===== src/rtl/draw_cmd_arbiter_if.sv =====
// draw_cmd_arbiter_if: requester FIFOs, downstream draw-command port and status of draw_cmd_arbiter
interface draw_cmd_arbiter_if #(
  parameter int DEPTH = 4,
  parameter int CMD_W = 36
);
  localparam int LW = $clog2(DEPTH + 1);
  logic a_valid, a_ready, a_lock;
  logic b_valid, b_ready, b_lock;
  logic draw_busy, draw_cmd_rdy;
  logic [CMD_W-1:0] a_cmd, b_cmd, draw_cmd;
  logic [1:0] grant;
  logic [LW-1:0] a_level, b_level;
  modport master (
    output a_valid, a_cmd, a_lock, b_valid, b_cmd, b_lock, draw_busy,
    input a_ready, b_ready, draw_cmd_rdy, draw_cmd, grant, a_level, b_level
  );
  modport slave (
    input a_valid, a_cmd, a_lock, b_valid, b_cmd, b_lock, draw_busy,
    output a_ready, b_ready, draw_cmd_rdy, draw_cmd, grant, a_level, b_level
  );
endinterface


===== src/rtl/draw_cmd_arbiter.sv =====
// draw_cmd_arbiter: two-FIFO round-robin arbiter with grant locking feeding the pixel address generator
module draw_cmd_arbiter #(
  parameter int DEPTH = 4,
  parameter int CMD_W = 36
) (
  input logic clk,
  input logic reset_n,
  draw_cmd_arbiter_if.slave bus
);
  localparam int PW = $clog2(DEPTH);
  localparam int LW = $clog2(DEPTH + 1);
  typedef enum logic [1:0] {IDLE, OWN_A, OWN_B} state_t;
  state_t state, state_nxt;
  logic [CMD_W-1:0] mem [2][DEPTH];
  logic [PW-1:0] wp [2];
  logic [PW-1:0] rp [2];
  logic [LW-1:0] cnt [2];
  logic [CMD_W-1:0] cmd [2];
  logic [1:0] valid, lock, ready, push, pop, elig;
  logic rr, slot_free, sel, take, nop, rdy_q;
  logic [CMD_W-1:0] head, cmd_q;
  logic [1:0] grant_q;
  assign valid = {bus.b_valid, bus.a_valid};
  assign lock = {bus.b_lock, bus.a_lock};
  assign cmd[0] = bus.a_cmd;
  assign cmd[1] = bus.b_cmd;
  assign bus.a_ready = ready[0];
  assign bus.b_ready = ready[1];
  assign bus.a_level = cnt[0];
  assign bus.b_level = cnt[1];
  assign bus.draw_cmd_rdy = rdy_q;
  assign bus.draw_cmd = cmd_q;
  assign bus.grant = grant_q;
  // FIFO flags, eligibility and round-robin pick; rr=1 means B is favoured next
  always_comb begin
    for (int k = 0; k < 2; k++) begin
      ready[k] = cnt[k] != LW'(DEPTH);
      push[k] = valid[k] && ready[k];
    end
    slot_free = !rdy_q || !bus.draw_busy;
    elig[0] = cnt[0] != '0 && state != OWN_B;
    elig[1] = cnt[1] != '0 && state != OWN_A;
    sel = elig[1] && (!elig[0] || rr);
    take = slot_free && |elig;
    pop = take ? (sel ? 2'b10 : 2'b01) : 2'b00;
    head = mem[sel][rp[sel]];
    nop = head[CMD_W-1 -: 4] == 4'h0;
  end
  // lock ownership: taken by popping from a locking port in IDLE, released once unlocked and drained
  always_comb begin
    state_nxt = state;
    state_nxt = state == IDLE ? (pop[0] && lock[0] ? OWN_A : pop[1] && lock[1] ? OWN_B : IDLE)
              : state == OWN_A ? (!lock[0] && cnt[0] == '0 ? IDLE : OWN_A)
              : (!lock[1] && cnt[1] == '0 ? IDLE : OWN_B);
  end
  // FSM state register
  always_ff @(posedge clk or negedge reset_n)
    if (!reset_n) state <= IDLE;
    else state <= state_nxt;
  // FIFO storage; only slots between rp and wp are ever read, so no reset is needed
  always_ff @(posedge clk)
    for (int k = 0; k < 2; k++) if (push[k]) mem[k][wp[k]] <= cmd[k];
  // FIFO pointers and occupancy; pointers wrap naturally since DEPTH is a power of 2
  always_ff @(posedge clk or negedge reset_n)
    if (!reset_n) begin
      for (int k = 0; k < 2; k++) begin
        wp[k] <= '0;
        rp[k] <= '0;
        cnt[k] <= '0;
      end
    end else begin
      for (int k = 0; k < 2; k++) begin
        wp[k] <= wp[k] + PW'(push[k]);
        rp[k] <= rp[k] + PW'(pop[k]);
        cnt[k] <= cnt[k] + LW'(push[k]) - LW'(pop[k]);
      end
    end
  // output slot: loads the popped head unless it is a NOP; NOP pops still count as service
  always_ff @(posedge clk or negedge reset_n)
    if (!reset_n) begin
      rr <= 1'b0;
      rdy_q <= 1'b0;
      cmd_q <= '0;
      grant_q <= 2'b00;
    end else begin
      if (take) rr <= !sel;
      if (slot_free) rdy_q <= take && !nop;
      if (take && !nop) begin
        cmd_q <= head;
        grant_q <= sel ? 2'b10 : 2'b01;
      end
    end
endmodule


===== src/flat_wrapper.sv =====
// flat-port wrapper written by rule: the top's interface ports become plain ports
module draw_cmd_arbiter_flat 
#(
  parameter int DEPTH = 4,
  parameter int CMD_W = 36
)
  (clk, reset_n, bus_a_valid, bus_a_cmd, bus_a_lock, bus_b_valid, bus_b_cmd, bus_b_lock, bus_draw_busy, bus_a_ready, bus_b_ready, bus_draw_cmd_rdy, bus_draw_cmd, bus_grant, bus_a_level, bus_b_level);
  draw_cmd_arbiter_if #(.DEPTH(DEPTH), .CMD_W(CMD_W)) bus_i ();
  input logic clk;
  input logic reset_n;
  input wire logic [$bits(bus_i.a_valid)-1:0] bus_a_valid;
  input wire logic [$bits(bus_i.a_cmd)-1:0] bus_a_cmd;
  input wire logic [$bits(bus_i.a_lock)-1:0] bus_a_lock;
  input wire logic [$bits(bus_i.b_valid)-1:0] bus_b_valid;
  input wire logic [$bits(bus_i.b_cmd)-1:0] bus_b_cmd;
  input wire logic [$bits(bus_i.b_lock)-1:0] bus_b_lock;
  input wire logic [$bits(bus_i.draw_busy)-1:0] bus_draw_busy;
  output wire logic [$bits(bus_i.a_ready)-1:0] bus_a_ready;
  output wire logic [$bits(bus_i.b_ready)-1:0] bus_b_ready;
  output wire logic [$bits(bus_i.draw_cmd_rdy)-1:0] bus_draw_cmd_rdy;
  output wire logic [$bits(bus_i.draw_cmd)-1:0] bus_draw_cmd;
  output wire logic [$bits(bus_i.grant)-1:0] bus_grant;
  output wire logic [$bits(bus_i.a_level)-1:0] bus_a_level;
  output wire logic [$bits(bus_i.b_level)-1:0] bus_b_level;
  assign bus_i.a_valid = bus_a_valid;
  assign bus_i.a_cmd = bus_a_cmd;
  assign bus_i.a_lock = bus_a_lock;
  assign bus_i.b_valid = bus_b_valid;
  assign bus_i.b_cmd = bus_b_cmd;
  assign bus_i.b_lock = bus_b_lock;
  assign bus_i.draw_busy = bus_draw_busy;
  assign bus_a_ready = bus_i.a_ready;
  assign bus_b_ready = bus_i.b_ready;
  assign bus_draw_cmd_rdy = bus_i.draw_cmd_rdy;
  assign bus_draw_cmd = bus_i.draw_cmd;
  assign bus_grant = bus_i.grant;
  assign bus_a_level = bus_i.a_level;
  assign bus_b_level = bus_i.b_level;
  draw_cmd_arbiter #(.DEPTH(DEPTH), .CMD_W(CMD_W)) u_core (.clk(clk), .reset_n(reset_n), .bus(bus_i));
endmodule

===== config.mk =====
export PLATFORM = sky130hd
export DESIGN_NAME = draw_cmd_arbiter_flat
export DESIGN_NICKNAME = d
export VERILOG_FILES = /design/src/rtl/draw_cmd_arbiter_if.sv /design/src/rtl/draw_cmd_arbiter.sv /design/src/flat_wrapper.sv
export SDC_FILE = /design/constraint.sdc
export NUM_CORES = 1
export LEC_CHECK = 0
export ABC_AREA = 1
export ABC_CLOCK_PERIOD_IN_PS = 3200
export CORE_MARGIN = 2
export CORE_UTILIZATION = 33
export DETAILED_ROUTE_END_ITERATION = 8
export GPL_TIMING_DRIVEN = 0
export HOLD_SLACK_MARGIN = 0.06
export SLEW_MARGIN = 10
export SYNTH_ARGS = -nofsm -noshare
export SYNTH_HDL_FRONTEND = slang
export SYNTH_SLANG_ARGS = --single-unit

===== constraint.sdc =====
create_clock -name clk -period 3.2 [get_ports clk]
set_input_delay 0.32 -clock clk [delete_from_list [all_inputs] [get_ports clk]]
set_output_delay 0.32 -clock clk [all_outputs]
set_load 0.03 [all_outputs]

==> flow_metrics.tcl, run 1 <==
set metrics [dict create \
    nets 1481 \
    synth.avg_cell_area_um2 11.6 \
    synthToLayoutAreaGrowth_pct 26.1 \
    rows 75 \
    required_ns 3.61 \
    cts_setup_buffers 0 \
    cts_tree "done" \
    cts_root_buf "clkbuf_16" \
    period_minus_slack_ns 3.01 \
    layout_commonest_cell "nand2_1" \
    antenna_found_initial 1 \
    port_buffers 125 \
    fmax_ghz 0.332 \
    drv_cap 0 \
    status "finished, final reports clean" \
    cp-start-kind "flop" \
    hold_ws_ns 0.160 \
    ys_seq_area_frac 0.726 \
    dp_slack_ns -0.204 \
    r2r_end "u_core.bus.draw_cmd[7]" \
    postRouteAntennaNets 0 \
    setup_viol 0 \
    hold_viol 0 \
    clkSinkCount 344 \
    drc_errors 0 \
    reg2reg_from "u_core.bus.b_level[0]" \
    clock_skew_ns 0.0112 \
    tightest_slew_ns 0.842 \
    fin_crit_sh 0.940 \
    via_per_inst 4.99 \
    drt_wl_total_mm 40.8 \
    ys.flop_type "edfxtp_1" \
    hp-class "input port to asynchronous set/reset pin" \
    grt_pass1_vias 9697 \
    ys_ff_latch 344 \
    clk_pin_slew_ns 0.06 \
    async_flop_share 0.163 \
    wl_per_cell_um 20.8 \
    grt-ovfl-total 0 \
    r2r_setup_slack_ns 0.19 \
    r2r_cells 13 \
    grt_max_degree 55 \
    ys_warn_count 0 \
    fillers 3948 \
    worst-setup-path-type "flop to flop" \
    crit_arrival_ns 3.42 \
    chipWidth_um 209 \
    die-area_um2 43600 \
    fin_cells 1963 \
    grt_pass1_wl_mm 60.9 \
    endpoint_kind "flop" \
    drive_above_1_share 0.0992 \
    clock_path_buffers 3 \
    synth_edf_count 288 \
    crit_fanout 10 \
    synth_nets 1285 \
    finalSetupTns_ns 0 \
    vias 9792 \
    syn_inst 1198 \
    grt.total_usage 0.187 \
    final_max_slew_viol_count 0 \
    core_area_um2 41700 \
    io_pins 126 \
    first_pass_iters 5 \
    insertion_delay_ns 0.52 \
    start_util 0.332 \
    syn_area_um2 13900 \
    fin_ws_ns 0.191 \
    drt_iter0_markers 883 \
    relSlewSlack 0.437 \
    hpwl_mm 28.1 \
    ys_types 30 \
    die_h_um 209 \
    gp_congestion 0.822 \
    dp.cells 1893 \
    final_cell_mix "nand2_1, edfxtp_1, nand3_1" \
    htreeDepth 2 \
    cts_buffers 38 \
]
final cells by class:
class,instances,area [µm²],share of cell area
Tap cell,539,674,0.0386
Clock buffer,58,1100,0.0629
Clock inverter,10,78.8,0.00451
Timing Repair Buffer,157,1680,0.0961
Multi-Input combinational cell,763,3430,0.196
Buffer,64,357,0.0204
Antenna cell,2,5.00,0.000286
Inverter,26,97.6,0.00559
Sequential cell,344,10000,0.575
metrics by stage:
stage               utilization  cell area [µm²]
finish                    0.419            17500
global route              0.419            17500
CTS                       0.419            17400
detailed placement        0.390            16300
global placement          0.379            15800
floorplan                     -            13900
cells by family after synthesis:
| family | count (synthesis) | share of synthesized area |
|---|---|---|
| simple gates | 701 | 0.209 |
| flops | 344 | 0.726 |
| buf+inv | 91 | 0.0324 |
| compound gates | 45 | 0.0192 |
| xor+xnor | 9 | 0.00569 |
| fa+ha+maj | 8 | 0.00831 |
sequential cells by signal (all words and copies together) (netlist names):
register	cells
u_core.mem	288
u_core.bus.draw_cmd	36
u_core.rp	4
u_core.wp	4
u_core.bus.a_level	3
u_core.bus.b_level	3
u_core.bus.grant	2
u_core.state	2
u_core.bus.draw_cmd_rdy	1
u_core.rr	1
repair_timing:
item	4_1_cts	5_1_grt
setup endpoints to repair	3	8
hold endpoints to repair	56	0
hold buffers	1	0
resized for setup	1	7
per-layer routing:
metal | routed length, µm | part of all wire | track usage
met1 | 17400 | 0.43 | 0.262
met2 | 18900 | 0.46 | 0.297
met3 | 3340 | 0.082 | 0.0314
met4 | 1140 | 0.028 | 0.0606
met5 | 0 | 0 | 0
cells in the mapped netlist, drive strengths merged, types with 2 or more instances:
library cell	instances	area (µm²)
a21oi	4	31.3
buf	44	273
clkbuf	21	78.8
dfrtp	56	1400
edfxtp	288	8650
fa	2	40.0
ha	6	75.1
inv	26	97.6
nand2	463	1750
nand3	184	926
nor2	44	168
nor3	8	40.0
o21ai	38	213
xnor2	2	17.5
xor2	7	61.3
critical path, stage by stage, from the launching register on:
cell      delay, ns
dfrtp_1        0.41
nor2_1         0.27
a21oi_4        0.16
nand2_2        0.12
nand2_1        0.05
nand2_1        0.07
buf_2          0.23
buf_2          0.37
clkbuf_1       0.57
nand3_1        0.15
nand3_1        0.12
o21ai_0        0.17
nand3_1        0.14
nand2_1        0.06
how the worst max path moves through the flow:
stage / slack [ns] / to / depth (start not counted) / start
after global placement: -3.68 / u_core.mem[1][96] / 3 / bus_b_valid
final: 0.19 / u_core.bus.draw_cmd[7] / 13 / u_core.bus.b_level[0]
after detailed placement: -0.20 / u_core.bus.b_level[2] / 14 / u_core.bus.a_level[1]
after CTS: 0.03 / u_core.bus.a_level[2] / 15 / u_core.bus.a_level[1]
after floorplan: -0.89 / u_core.mem[1][108] / 4 / u_core.bus.b_level[1]
after global routing: -0.0008 / u_core.bus.draw_cmd[7] / 13 / u_core.bus.a_level[1]
Power of run 1 is left out: the tool's default activity adds up to more than one toggle a clock period on the data nets, which glitch-free logic cannot reach.
==> run 2, diff against run 1 <==
--- a/config.mk
+++ b/config.mk
@@ -8,7 +8,7 @@
 export ABC_AREA = 1
 export ABC_CLOCK_PERIOD_IN_PS = 3200
 export CORE_MARGIN = 2
-export CORE_UTILIZATION = 33
+export CORE_UTILIZATION = 40
 export DETAILED_ROUTE_END_ITERATION = 8
 export GPL_TIMING_DRIVEN = 0
 export HOLD_SLACK_MARGIN = 0.06
==> run 2 against run 1 <==
Effect of this change:
- first-iteration DRC count decreased by 2.7%
- worst setup slack improved by 0.055 ns
- sequential share of layout area increased by 0.60 points
- register-to-register slack improved by 0.06 ns
- clock skew increased by 0.010 ns
- fmax increased by 1.9%
- cell count decreased by 4.5%
- core utilization increased by 8.5 points
- via count decreased by 0.76%
- global-route usage increased by 3.2 points
==> flow_metrics.tcl, run 2 (synthesis gave the netlist of run 1 again) <==
set metrics [dict create \
    setup_viol 0 \
    relSlewSlack 0.411 \
    core_area_um2 34300 \
    chipWidth_um 190 \
    crit_arrival_ns 3.40 \
    status "finished, final reports clean" \
    grt.total_usage 0.220 \
    largest_reg_flops 288 \
    layout_commonest_cell "nand2_1" \
    clock_path_buffers 3 \
    rsz0062_at_grt "no" \
    crit_top_cell "nand2_1" \
    critPathMaxStageDelay_ns 0.62 \
    insertion_delay_ns 0.53 \
    rows 68 \
    grt_pass1_vias 9445 \
    fin_crit_sh 0.923 \
    nets 1479 \
    r2r_cells 12 \
    final_max_slew_viol_count 0 \
    hpwl_mm 26.7 \
    hold_ws_ns 0.143 \
    postRouteAntennaNets 0 \
    fillers 3013 \
    endpoint_kind "flop" \
    htreeDepth 2 \
    first_pass_iters 5 \
    tightest_slew_ns 0.879 \
    die-area_um2 36100 \
    cp-start-kind "flop" \
    crit_fanout 19 \
    multi_input_area_um2 3420 \
    drt_iter0_markers 859 \
    drc_errors 0 \
    clk_pin_slew_ns 0.06 \
    via_per_inst 5.18 \
    clock_skew_ns 0.0215 \
    cts_setup_buffers 0 \
    vias 9718 \
    layout.area.seq_um2 10000 \
    antennaDiodeCount 0 \
    hp-class "input port to asynchronous set/reset pin" \
    cp_slowest_cell "buf_1" \
    cts_root_buf "clkbuf_16" \
    final_cell_mix "nand2_1, edfxtp_1, nand3_1" \
    worst-setup-path-type "flop to flop" \
    fmax_ghz 0.339 \
    cts_buffers 36 \
    cp_num_buf_inv 3 \
    synthToLayoutAreaGrowth_pct 24.8 \
    clkSinkCount 344 \
    worstPathCellList "nor2_1 > a21oi_4 > nand2_2 > buf_6 > buf_4 > buf_1 > nand2_1 > nand2_1 > nor2_1 > o21ai_0 > nand3_1 > nand2_1" \
    r2r_setup_slack_ns 0.25 \
    io_pins 126 \
    period_minus_slack_ns 2.95 \
    hold_viol 0 \
    port_buffers 125 \
    gp_congestion 0.812 \
    grt-ovfl-total 0 \
    wl_per_cell_um 21.0 \
    drive_above_1_share 0.0986 \
    grt_max_degree 54 \
    cts_tree "done" \
    crit_family "buffers and inverters" \
    grt_pass1_wl_mm 58.3 \
    drt_wl_total_mm 39.3 \
    antenna_found_initial 0 \
    die_h_um 190 \
    start_util 0.404 \
    crit_cells 12 \
    required_ns 3.65 \
    drv_cap 0 \
]
-- run 2: changes by cell type in the layout (fill, tap and decap cells not counted), sizes merged --
cell | before | now
clkbuf | 78 | 74
inv | 27 | 28
buf | 76 | 77
bufinv | 1 | 2
diode | 2 | 0
clkinv | 7 | 6
-- run 2: layout make-up --
class | count | area share
Clock buffer | 55 | 0.0592
Clock inverter | 11 | 0.00659
Buffer | 63 | 0.0203
Multi-Input combinational cell | 763 | 0.198
Tap cell | 455 | 0.0329
Sequential cell | 344 | 0.581
Timing Repair Buffer | 158 | 0.0964
Inverter | 26 | 0.00564
-- run 2: path summary, 6_finish.rpt --
kind	start	endpoint
worst max-delay path	u_core.bus.b_level[0]	u_core.bus.draw_cmd[0]
worst min-delay path	reset_n	u_core.bus.draw_cmd[35]
worst max register to register	u_core.bus.b_level[0]	u_core.bus.draw_cmd[0]
worst min register to register	u_core.bus.draw_cmd[10]	u_core.bus.draw_cmd[10]
max in group asynchronous	reset_n	u_core.bus.draw_cmd[22]
min in group clk	bus_draw_busy	u_core.bus.draw_cmd_rdy
-- run 2: routing by layer --
metal	GRT usage	vias to the layer above	wire [µm]
met1	0.313	4709	17200
li1	-	4486	-
met4	0.0656	0	890
met5	0	-	0
met2	0.349	449	18200
met3	0.0338	74	3130
-- run 2: metrics by stage --
stage	instances	setup slack (ns)	util	cell area (µm²)	TNS, ns
after floorplan	1198	-0.892	-	13900	-128.44
after global placement	1778	-3.69	0.458	15700	-705.31
after detailed placement	1810	-0.206	0.471	16100	-0.354
after CTS	1876	0.0424	0.504	17300	0
after global routing	1875	0.0174	0.504	17300	0
final	1875	0.246	0.504	17300	0
-- run 2: repair_timing --
item,CTS,global route
resized for setup,1,6
pin swaps,0,0
endpoints found under the hold margin,56,0
setup endpoints to repair,3,6
hold buffers,1,0
Power of run 2 is left out for the same reason.
